<file path="config.mk">
export PLATFORM = sky130hd
export DESIGN_NAME = ibex_mult_pext_seq
export DESIGN_NICKNAME = d
export VERILOG_FILES = /design/src/rtl/ibex_pkg_pext.sv /design/src/rtl/ibex_mult_pext_pp.sv /design/src/rtl/ibex_mult_pext_seq.sv
export SDC_FILE = /design/constraint.sdc
export NUM_CORES = 2
export LEC_CHECK = 0
export CORE_MARGIN = 5
export CORE_UTILIZATION = 40
export DETAILED_ROUTE_END_ITERATION = 12
export GPL_TIMING_DRIVEN = 0
export PLACE_DENSITY = 0.68
export SETUP_SLACK_MARGIN = 0.02
export SKIP_LAST_GASP = 1
export SLEW_MARGIN = 30
export SYNTH_ARGS = -nofsm -noshare
export SYNTH_HDL_FRONTEND = slang
export SYNTH_SLANG_ARGS = --single-unit
</file>
<file path="constraint.sdc">
create_clock -name clk_i -period 15.8 [get_ports clk_i]
set_clock_uncertainty 0.15 [all_clocks]
set_input_delay 2.37 -clock clk_i [delete_from_list [all_inputs] [get_ports clk_i]]
set_output_delay 2.37 -clock clk_i [all_outputs]
set_load 0.01 [all_outputs]
</file>
<file path="src/rtl/ibex_pkg_pext.sv">
// Shared types and constants for the packed-SIMD (Zpn) multiply datapath.
package ibex_pkg_pext;

  localparam int unsigned XLEN   = 32;
  localparam int unsigned PP_A_W = 33;
  localparam int unsigned PP_B_W = 17;
  localparam int unsigned PP_W   = PP_A_W + PP_B_W;
  localparam int unsigned ACC_W  = 2 * XLEN;

  typedef enum logic [1:0] {
    MSEQ_IDLE,
    MSEQ_MUL_HI,
    MSEQ_ACCUM
  } mult_seq_state_e;

  localparam logic [1:0] MSEQ_CYC_1 = 2'b00;
  localparam logic [1:0] MSEQ_CYC_2 = 2'b01;
  localparam logic [1:0] MSEQ_CYC_3 = 2'b11;

  // Signed 32b clamp of a 33b two's-complement sum.
  function automatic logic [XLEN-1:0] sat33_to_32(input logic [XLEN:0] s);
    if (s[XLEN] != s[XLEN-1]) begin
      sat33_to_32 = s[XLEN] ? 32'h8000_0000 : 32'h7FFF_FFFF;
    end else begin
      sat33_to_32 = s[XLEN-1:0];
    end
  endfunction

endpackage

</file>
<file path="src/rtl/ibex_mult_pext_pp.sv">
// Combinational 33x17 signed partial-product multiplier.
module ibex_mult_pext_pp
  import ibex_pkg_pext::*;
(
  input  logic signed [PP_A_W-1:0] op_a_i,
  input  logic signed [PP_B_W-1:0] op_b_i,
  output logic signed [PP_W-1:0]   pp_o
);

  assign pp_o = PP_W'(op_a_i) * PP_W'(op_b_i);

endmodule

</file>
<file path="src/rtl/ibex_mult_pext_seq.sv">
// Multi-cycle sequencer for 32x32 Zpn multiplies: one 33x17 array reused over
// 2 or 3 cycles, optional doubling/rounding, accumulate into rd with saturation.
module ibex_mult_pext_seq
  import ibex_pkg_pext::*;
(
  input  logic            clk_i,
  input  logic            rst_ni,
  input  logic            mult_en_i,
  input  logic [1:0]      cycle_count_i,
  input  logic [1:0]      signed_mode_i,
  input  logic            high_i,
  input  logic            round_i,
  input  logic            doubling_i,
  input  logic            accum_i,
  input  logic            sub_i,
  input  logic            saturate_i,
  input  logic [XLEN-1:0] operand_a_i,
  input  logic [XLEN-1:0] operand_b_i,
  input  logic [XLEN-1:0] operand_c_i,
  input  logic [XLEN-1:0] fast_result_i,
  output logic [XLEN-1:0] result_o,
  output logic            ov_o,
  output logic            valid_o,
  output logic            busy_o
);

  mult_seq_state_e r_state, w_state_d;
  logic [ACC_W-1:0] r_acc, w_acc_d;

  logic signed [PP_A_W-1:0] w_a33;
  logic signed [PP_B_W-1:0] w_b17;
  logic signed [PP_W-1:0]   w_pp;
  logic [ACC_W-1:0]         w_pp_ext;
  logic [ACC_W-1:0]         w_prod;
  logic [ACC_W-1:0]         w_prod2;
  logic                     w_dbl_ov;
  logic [XLEN-1:0]          w_word;
  logic [XLEN:0]            w_c33;
  logic [XLEN:0]            w_w33;
  logic [XLEN:0]            w_sum33;
  logic                     w_sum_ov;
  logic [XLEN-1:0]          w_acc_res;
  logic                     w_acc_ov;

  // IDLE feeds the low half of b, MUL_HI the (optionally signed) high half.
  assign w_a33 = {signed_mode_i[0] & operand_a_i[XLEN-1], operand_a_i};
  assign w_b17 = (r_state == MSEQ_IDLE) ? {1'b0, operand_b_i[15:0]}
                                        : {signed_mode_i[1] & operand_b_i[XLEN-1],
                                           operand_b_i[XLEN-1:16]};

  ibex_mult_pext_pp u_pp (
    .op_a_i (w_a33),
    .op_b_i (w_b17),
    .pp_o   (w_pp)
  );

  assign w_pp_ext = ACC_W'(w_pp);
  assign w_prod   = r_acc + (w_pp_ext << 16);
  assign w_prod2  = (doubling_i ? (w_prod << 1) : w_prod)
                  + (round_i ? ACC_W'(64'h8000_0000) : ACC_W'(0));

  // Doubling overflows only for (-2^31)*(-2^31), visible as bits 63/62 differing.
  assign w_dbl_ov = doubling_i & (&signed_mode_i) & (w_prod[ACC_W-1] ^ w_prod[ACC_W-2]);
  assign w_word   = w_dbl_ov ? 32'h7FFF_FFFF
                  : (high_i ? w_prod2[ACC_W-1:XLEN] : w_prod2[XLEN-1:0]);

  assign w_c33     = {operand_c_i[XLEN-1], operand_c_i};
  assign w_w33     = {r_acc[XLEN-1], r_acc[XLEN-1:0]};
  assign w_sum33   = sub_i ? (w_c33 - w_w33) : (w_c33 + w_w33);
  assign w_sum_ov  = w_sum33[XLEN] ^ w_sum33[XLEN-1];
  assign w_acc_ov  = saturate_i & w_sum_ov;
  assign w_acc_res = saturate_i ? sat33_to_32(w_sum33) : w_sum33[XLEN-1:0];

  always_ff @(posedge clk_i or negedge rst_ni) begin
    if (!rst_ni) begin
      r_state <= MSEQ_IDLE;
      r_acc   <= '0;
    end else begin
      r_state <= w_state_d;
      r_acc   <= w_acc_d;
    end
  end

  // Next state, accumulator update and result/valid selection.
  always_comb begin
    w_state_d = r_state;
    w_acc_d   = r_acc;
    valid_o   = 1'b0;
    result_o  = '0;
    ov_o      = 1'b0;
    case (r_state)
      MSEQ_IDLE: begin
        if (mult_en_i) begin
          if (cycle_count_i == MSEQ_CYC_1) begin
            valid_o  = 1'b1;
            result_o = fast_result_i;
          end else begin
            w_acc_d   = w_pp_ext;
            w_state_d = MSEQ_MUL_HI;
          end
        end
      end
      MSEQ_MUL_HI: begin
        if (!mult_en_i) begin
          w_state_d = MSEQ_IDLE;
        end else if (cycle_count_i == MSEQ_CYC_3) begin
          w_acc_d   = {{XLEN{1'b0}}, w_word};
          w_state_d = MSEQ_ACCUM;
        end else begin
          valid_o   = 1'b1;
          result_o  = w_word;
          ov_o      = w_dbl_ov;
          w_state_d = MSEQ_IDLE;
        end
      end
      MSEQ_ACCUM: begin
        w_state_d = MSEQ_IDLE;
        if (mult_en_i) begin
          valid_o  = 1'b1;
          result_o = w_acc_res;
          ov_o     = w_acc_ov;
        end
      end
      default: w_state_d = MSEQ_IDLE;
    endcase
  end

  assign busy_o = (r_state != MSEQ_IDLE);

  // accum_i is implied by the 3-cycle count; kept for interface symmetry.
  logic w_unused;
  assign w_unused = accum_i;

endmodule
</file>
==> metrics.txt <==
# TYPE chip_impl_metric gauge
chip_impl_metric{name="yosys.area.top_type_share",unit="%"} 34.6
chip_impl_metric{name="gp_congestion",unit=""} 1.02
chip_impl_metric{name="post_synth_num_cell_types",unit=""} 112
chip_impl_metric{name="path_clk_slew",unit="ns"} 0.08
chip_impl_metric{name="number_of_flip_flops_and_latches_in_the_synthesized_netlist",unit=""} 52
chip_impl_metric{name="setup_violations",unit=""} 0
chip_impl_metric{name="grt_first_pass_wirelength",unit="um"} 172000
chip_impl_metric{name="post_route_cells_drive_above_1_share",unit="%"} 10.7
chip_impl_metric{name="worstPathMaxFanout",unit=""} 10
chip_impl_metric{name="number_of_cts_inserted_buffers",unit=""} 5
chip_impl_metric{name="slew_viol_final",unit=""} 0
chip_impl_metric{name="period_needed",unit="ns"} 15.68
chip_impl_metric{name="x_dimension_of_the_die",unit="um"} 289
chip_impl_metric{name="vias_per_cell",unit=""} 5.78
chip_impl_metric{name="design.portCount",unit=""} 176
chip_impl_info{name="regToRegStartpoint",value="r_state[0]"} 1
chip_impl_metric{name="synthCells",unit=""} 3843
chip_impl_metric{name="synth-async-reset-ratio",unit="%"} 100
chip_impl_metric{name="syn_nets",unit=""} 4727
chip_impl_metric{name="num_rows",unit=""} 102
chip_impl_info{name="worst_hold_startpoint",value="r_acc[38]"} 1
chip_impl_info{name="run_status",value="complete, no violations"} 1
chip_impl_metric{name="maxCapViolations",unit=""} 0
chip_impl_metric{name="synth_seq_area_share",unit="%"} 4.18
chip_impl_metric{name="filler_cell_count",unit=""} 7598
chip_impl_metric{name="chipHeight",unit="um"} 289
chip_impl_info{name="grt_setup_unrepaired",value="yes"} 1
chip_impl_metric{name="antenna_violating_nets_post_route",unit=""} 0
chip_impl_metric{name="core",unit="um^2"} 77300
chip_impl_metric{name="final.hold.worst_slack",unit="ns"} 0.397
chip_impl_info{name="timing.critical_path.from",value="operand_b_i[20]"} 1
chip_impl_metric{name="routed_wl",unit="um"} 114000
chip_impl_metric{name="die_area",unit="um^2"} 83500
chip_impl_metric{name="drt_drc_violations_left",unit=""} 0
chip_impl_info{name="cts_tree",value="yes"} 1
chip_impl_metric{name="io_buffer_count",unit=""} 169
chip_impl_metric{name="grt_antenna_before_repair",unit=""} 4
chip_impl_metric{name="drt_first_iter_violations",unit=""} 2460
chip_impl_metric{name="detail_route.first_pass.iterations",unit=""} 5
chip_impl_metric{name="clk-insertion-delay-late",unit="ns"} 0.32
chip_impl_metric{name="dpl.hpwl",unit="um"} 95200
chip_impl_metric{name="groute.usage.overall",unit="%"} 26.6
chip_impl_metric{name="h_tree_lvls",unit=""} 2
chip_impl_metric{name="cts_buffer_depth",unit=""} 2
chip_impl_metric{name="synth_enable_flop_cells",unit=""} 0
chip_impl_info{name="synth_flop_cell",value="sky130_fd_sc_hd__dfrtp_1"} 1
chip_impl_metric{name="area.growth.synth_to_final",unit="%"} 17.2
chip_impl_metric{name="worst-slew-pin-transition",unit="ns"} 1.09
chip_impl_metric{name="ys.warnings.count",unit=""} 0
chip_impl_metric{name="avgRoutedWirePerCell",unit="um"} 22.4
chip_impl_metric{name="design.final.nets",unit=""} 4952
chip_impl_info{name="synth.largest_area_cell",value="sky130_fd_sc_hd__fa_1"} 1
chip_impl_metric{name="number_of_vias_in_the_routed_layout",unit=""} 29600
chip_impl_metric{name="start_util",unit="%"} 40.2
chip_impl_info{name="endpoint_kind",value="output pin"} 1
chip_impl_metric{name="critPathMaxStageDelay",unit="ns"} 0.56
chip_impl_metric{name="period_share",unit="%"} 99.3
chip_impl_info{name="cpMaxStageDelayCell",value="sky130_fd_sc_hd__fa_2"} 1
chip_impl_metric{name="post_cts_hold_buffer_count",unit=""} 0
chip_impl_metric{name="endpoint_arrival_time_on_the_critical_path",unit="ns"} 13.16
chip_impl_metric{name="cts.sinks",unit=""} 52
chip_impl_metric{name="maxClockFrequency",unit="MHz"} 63.8
chip_impl_info{name="setup.worst_path.start_class",value="primary input"} 1
chip_impl_info{name="synth.top_cells.by_area",value="sky130_fd_sc_hd__fa_1, sky130_fd_sc_hd__ha_1, sky130_fd_sc_hd__inv_1, sky130_fd_sc_hd__nand2_1, sky130_fd_sc_hd__dfrtp_1"} 1
chip_impl_metric{name="maxSlewHeadroom",unit="%"} 26.7
chip_impl_metric{name="mappedNetlistArea",unit="um^2"} 31100
chip_impl_info{name="hold_path_class",value="flop to flop"} 1
chip_impl_info{name="clk_root_buffer_cell",value="sky130_fd_sc_hd__clkbuf_16"} 1
chip_impl_metric{name="final_hold_viol_count",unit=""} 0
chip_impl_metric{name="critical_path_required",unit="ns"} 13.28
chip_impl_metric{name="grt_max_degree",unit=""} 44
chip_impl_metric{name="first_global_vias",unit=""} 29200
chip_impl_metric{name="globalRouteOverflowTotal",unit=""} 0
chip_impl_metric{name="avgSynthCellArea",unit="um^2"} 8.10
chip_impl_info{name="criticalPathCategory",value="primary input to output pin"} 1
final timing paths:
kind | to | slack (ns) | cells past startpoint
max in group asynchronous | r_acc[39] | 13.29 | 2
setup reg to reg | r_acc[23] | 3.59 | 35
min in group asynchronous | r_acc[1] | 1.74 | 1
hold / removal | r_acc[38] | 0.40 | 2
setup / recovery | result_o[15] | 0.12 | 42
hold reg to reg | r_acc[38] | 0.40 | 2
cell usage after synthesis, drive strengths merged, types with 47 or more instances:
library cell and n:
inv 623, fa 538, nand2 503, ha 205
nor2 186, and2 185, a21oi 176, clkbuf 167
o21ai 155, xnor2 119, nor2b 77, nand3 67
a21o 62, nor3 58, dfrtp 52, a211oi 47
cells by family (layout without fill, tap and decap cells):
logic type	after synthesis	after routing	synth area share, %
xor gates and xnor gates	158	158	4.47
muxes	55	55	1.95
and+or+nand+nor	1269	1269	20.1
adders and majority gates	743	743	42.9
AOI/OAI and AO/OA	745	745	16.4
DFF	52	52	4.18
other	0	3	0
buffers and inverters	821	1047	10.1
stage by stage:
step           utilization (%)  setup WS, ns  TNS (ns)  cells  instance area [um^2]
2_1_floorplan                -         0.961         0   3843                 31100
3_3_place_gp              44.1         -2.25    -61.78   5052                 34100
3_5_place_dp              44.2         -2.28    -62.69   5054                 34200
4_1_cts                   46.0       -0.0760    -0.196   5088                 35500
5_1_grt                   47.2        -0.234     -1.21   5109                 36500
6_report                  47.2         0.117         0   5112                 36500
final cells by class:
| type | instances | area [um^2] | share of cell area, % |
|---|---|---|---|
| Multi-Input combinational cell | 2970 | 28100 | 77.0 |
| Inverter | 625 | 2350 | 6.43 |
| Timing Repair Buffer | 228 | 2180 | 5.99 |
| Sequential cell | 52 | 1300 | 3.57 |
| Tap cell | 1040 | 1300 | 3.57 |
| Buffer | 186 | 1110 | 3.06 |
| Clock buffer | 5 | 125 | 0.343 |
| Clock inverter | 3 | 27.5 | 0.0755 |
| Antenna cell | 3 | 7.51 | 0.0206 |
what timing repair did:
item                                    4_1_cts  5_1_grt
resized for setup                           290      202
pin swaps                                    37       56
endpoints found under the setup margin       33       33
buffers inserted                             31       24
gates cloned                                  0        1
endpoints found under the hold margin         0        0
critical path: cells and delay by family:
kind                       cells  cell delay (ns)
muxes                          2             0.68
AOI/OAI and AO/OA             14             2.73
adders and majority gates      8             3.57
buffers and inverters         10             1.87
and+or+nand+nor                8             1.91
routing by layer:
layer	vias up	GRT usage (%)	wire, um
met5	-	0	0
met4	0	10.1	5520
met3	295	4.99	10900
met2	1496	43.7	53300
met1	14700	34.9	44800
li1	13000	-	-
registers in the layout, indices dropped and copies added, names as in the netlist:
register and count:
r_acc 50, r_state 2
cell usage in the layout (no fill, tap or decap), types with 25 or more instances in the layout:
cell and instances:
sky130_fd_sc_hd__inv_1 621, sky130_fd_sc_hd__fa_1 536, sky130_fd_sc_hd__nand2_1 500, sky130_fd_sc_hd__ha_1 193
sky130_fd_sc_hd__and2_1 183, sky130_fd_sc_hd__nor2_1 177, sky130_fd_sc_hd__a21oi_1 155, sky130_fd_sc_hd__clkdlybuf4s50_1 130
sky130_fd_sc_hd__o21ai_0 115, sky130_fd_sc_hd__xnor2_1 99, sky130_fd_sc_hd__clkbuf_1 82, sky130_fd_sc_hd__nor2b_1 77
sky130_fd_sc_hd__buf_4 68, sky130_fd_sc_hd__nand3_1 63, sky130_fd_sc_hd__a21o_1 61, sky130_fd_sc_hd__dfrtp_1 52
sky130_fd_sc_hd__nor3_1 49, sky130_fd_sc_hd__o211ai_1 35, sky130_fd_sc_hd__a31oi_1 34, sky130_fd_sc_hd__a211oi_1 34
sky130_fd_sc_hd__xor2_1 32, sky130_fd_sc_hd__nand4_1 31, sky130_fd_sc_hd__o21a_1 30, sky130_fd_sc_hd__clkbuf_2 29
sky130_fd_sc_hd__o21ai_1 27, sky130_fd_sc_hd__mux2i_1 25
Power is not shown: default switching activity piles up to over one toggle a cycle in this logic, so the estimate is an artifact.
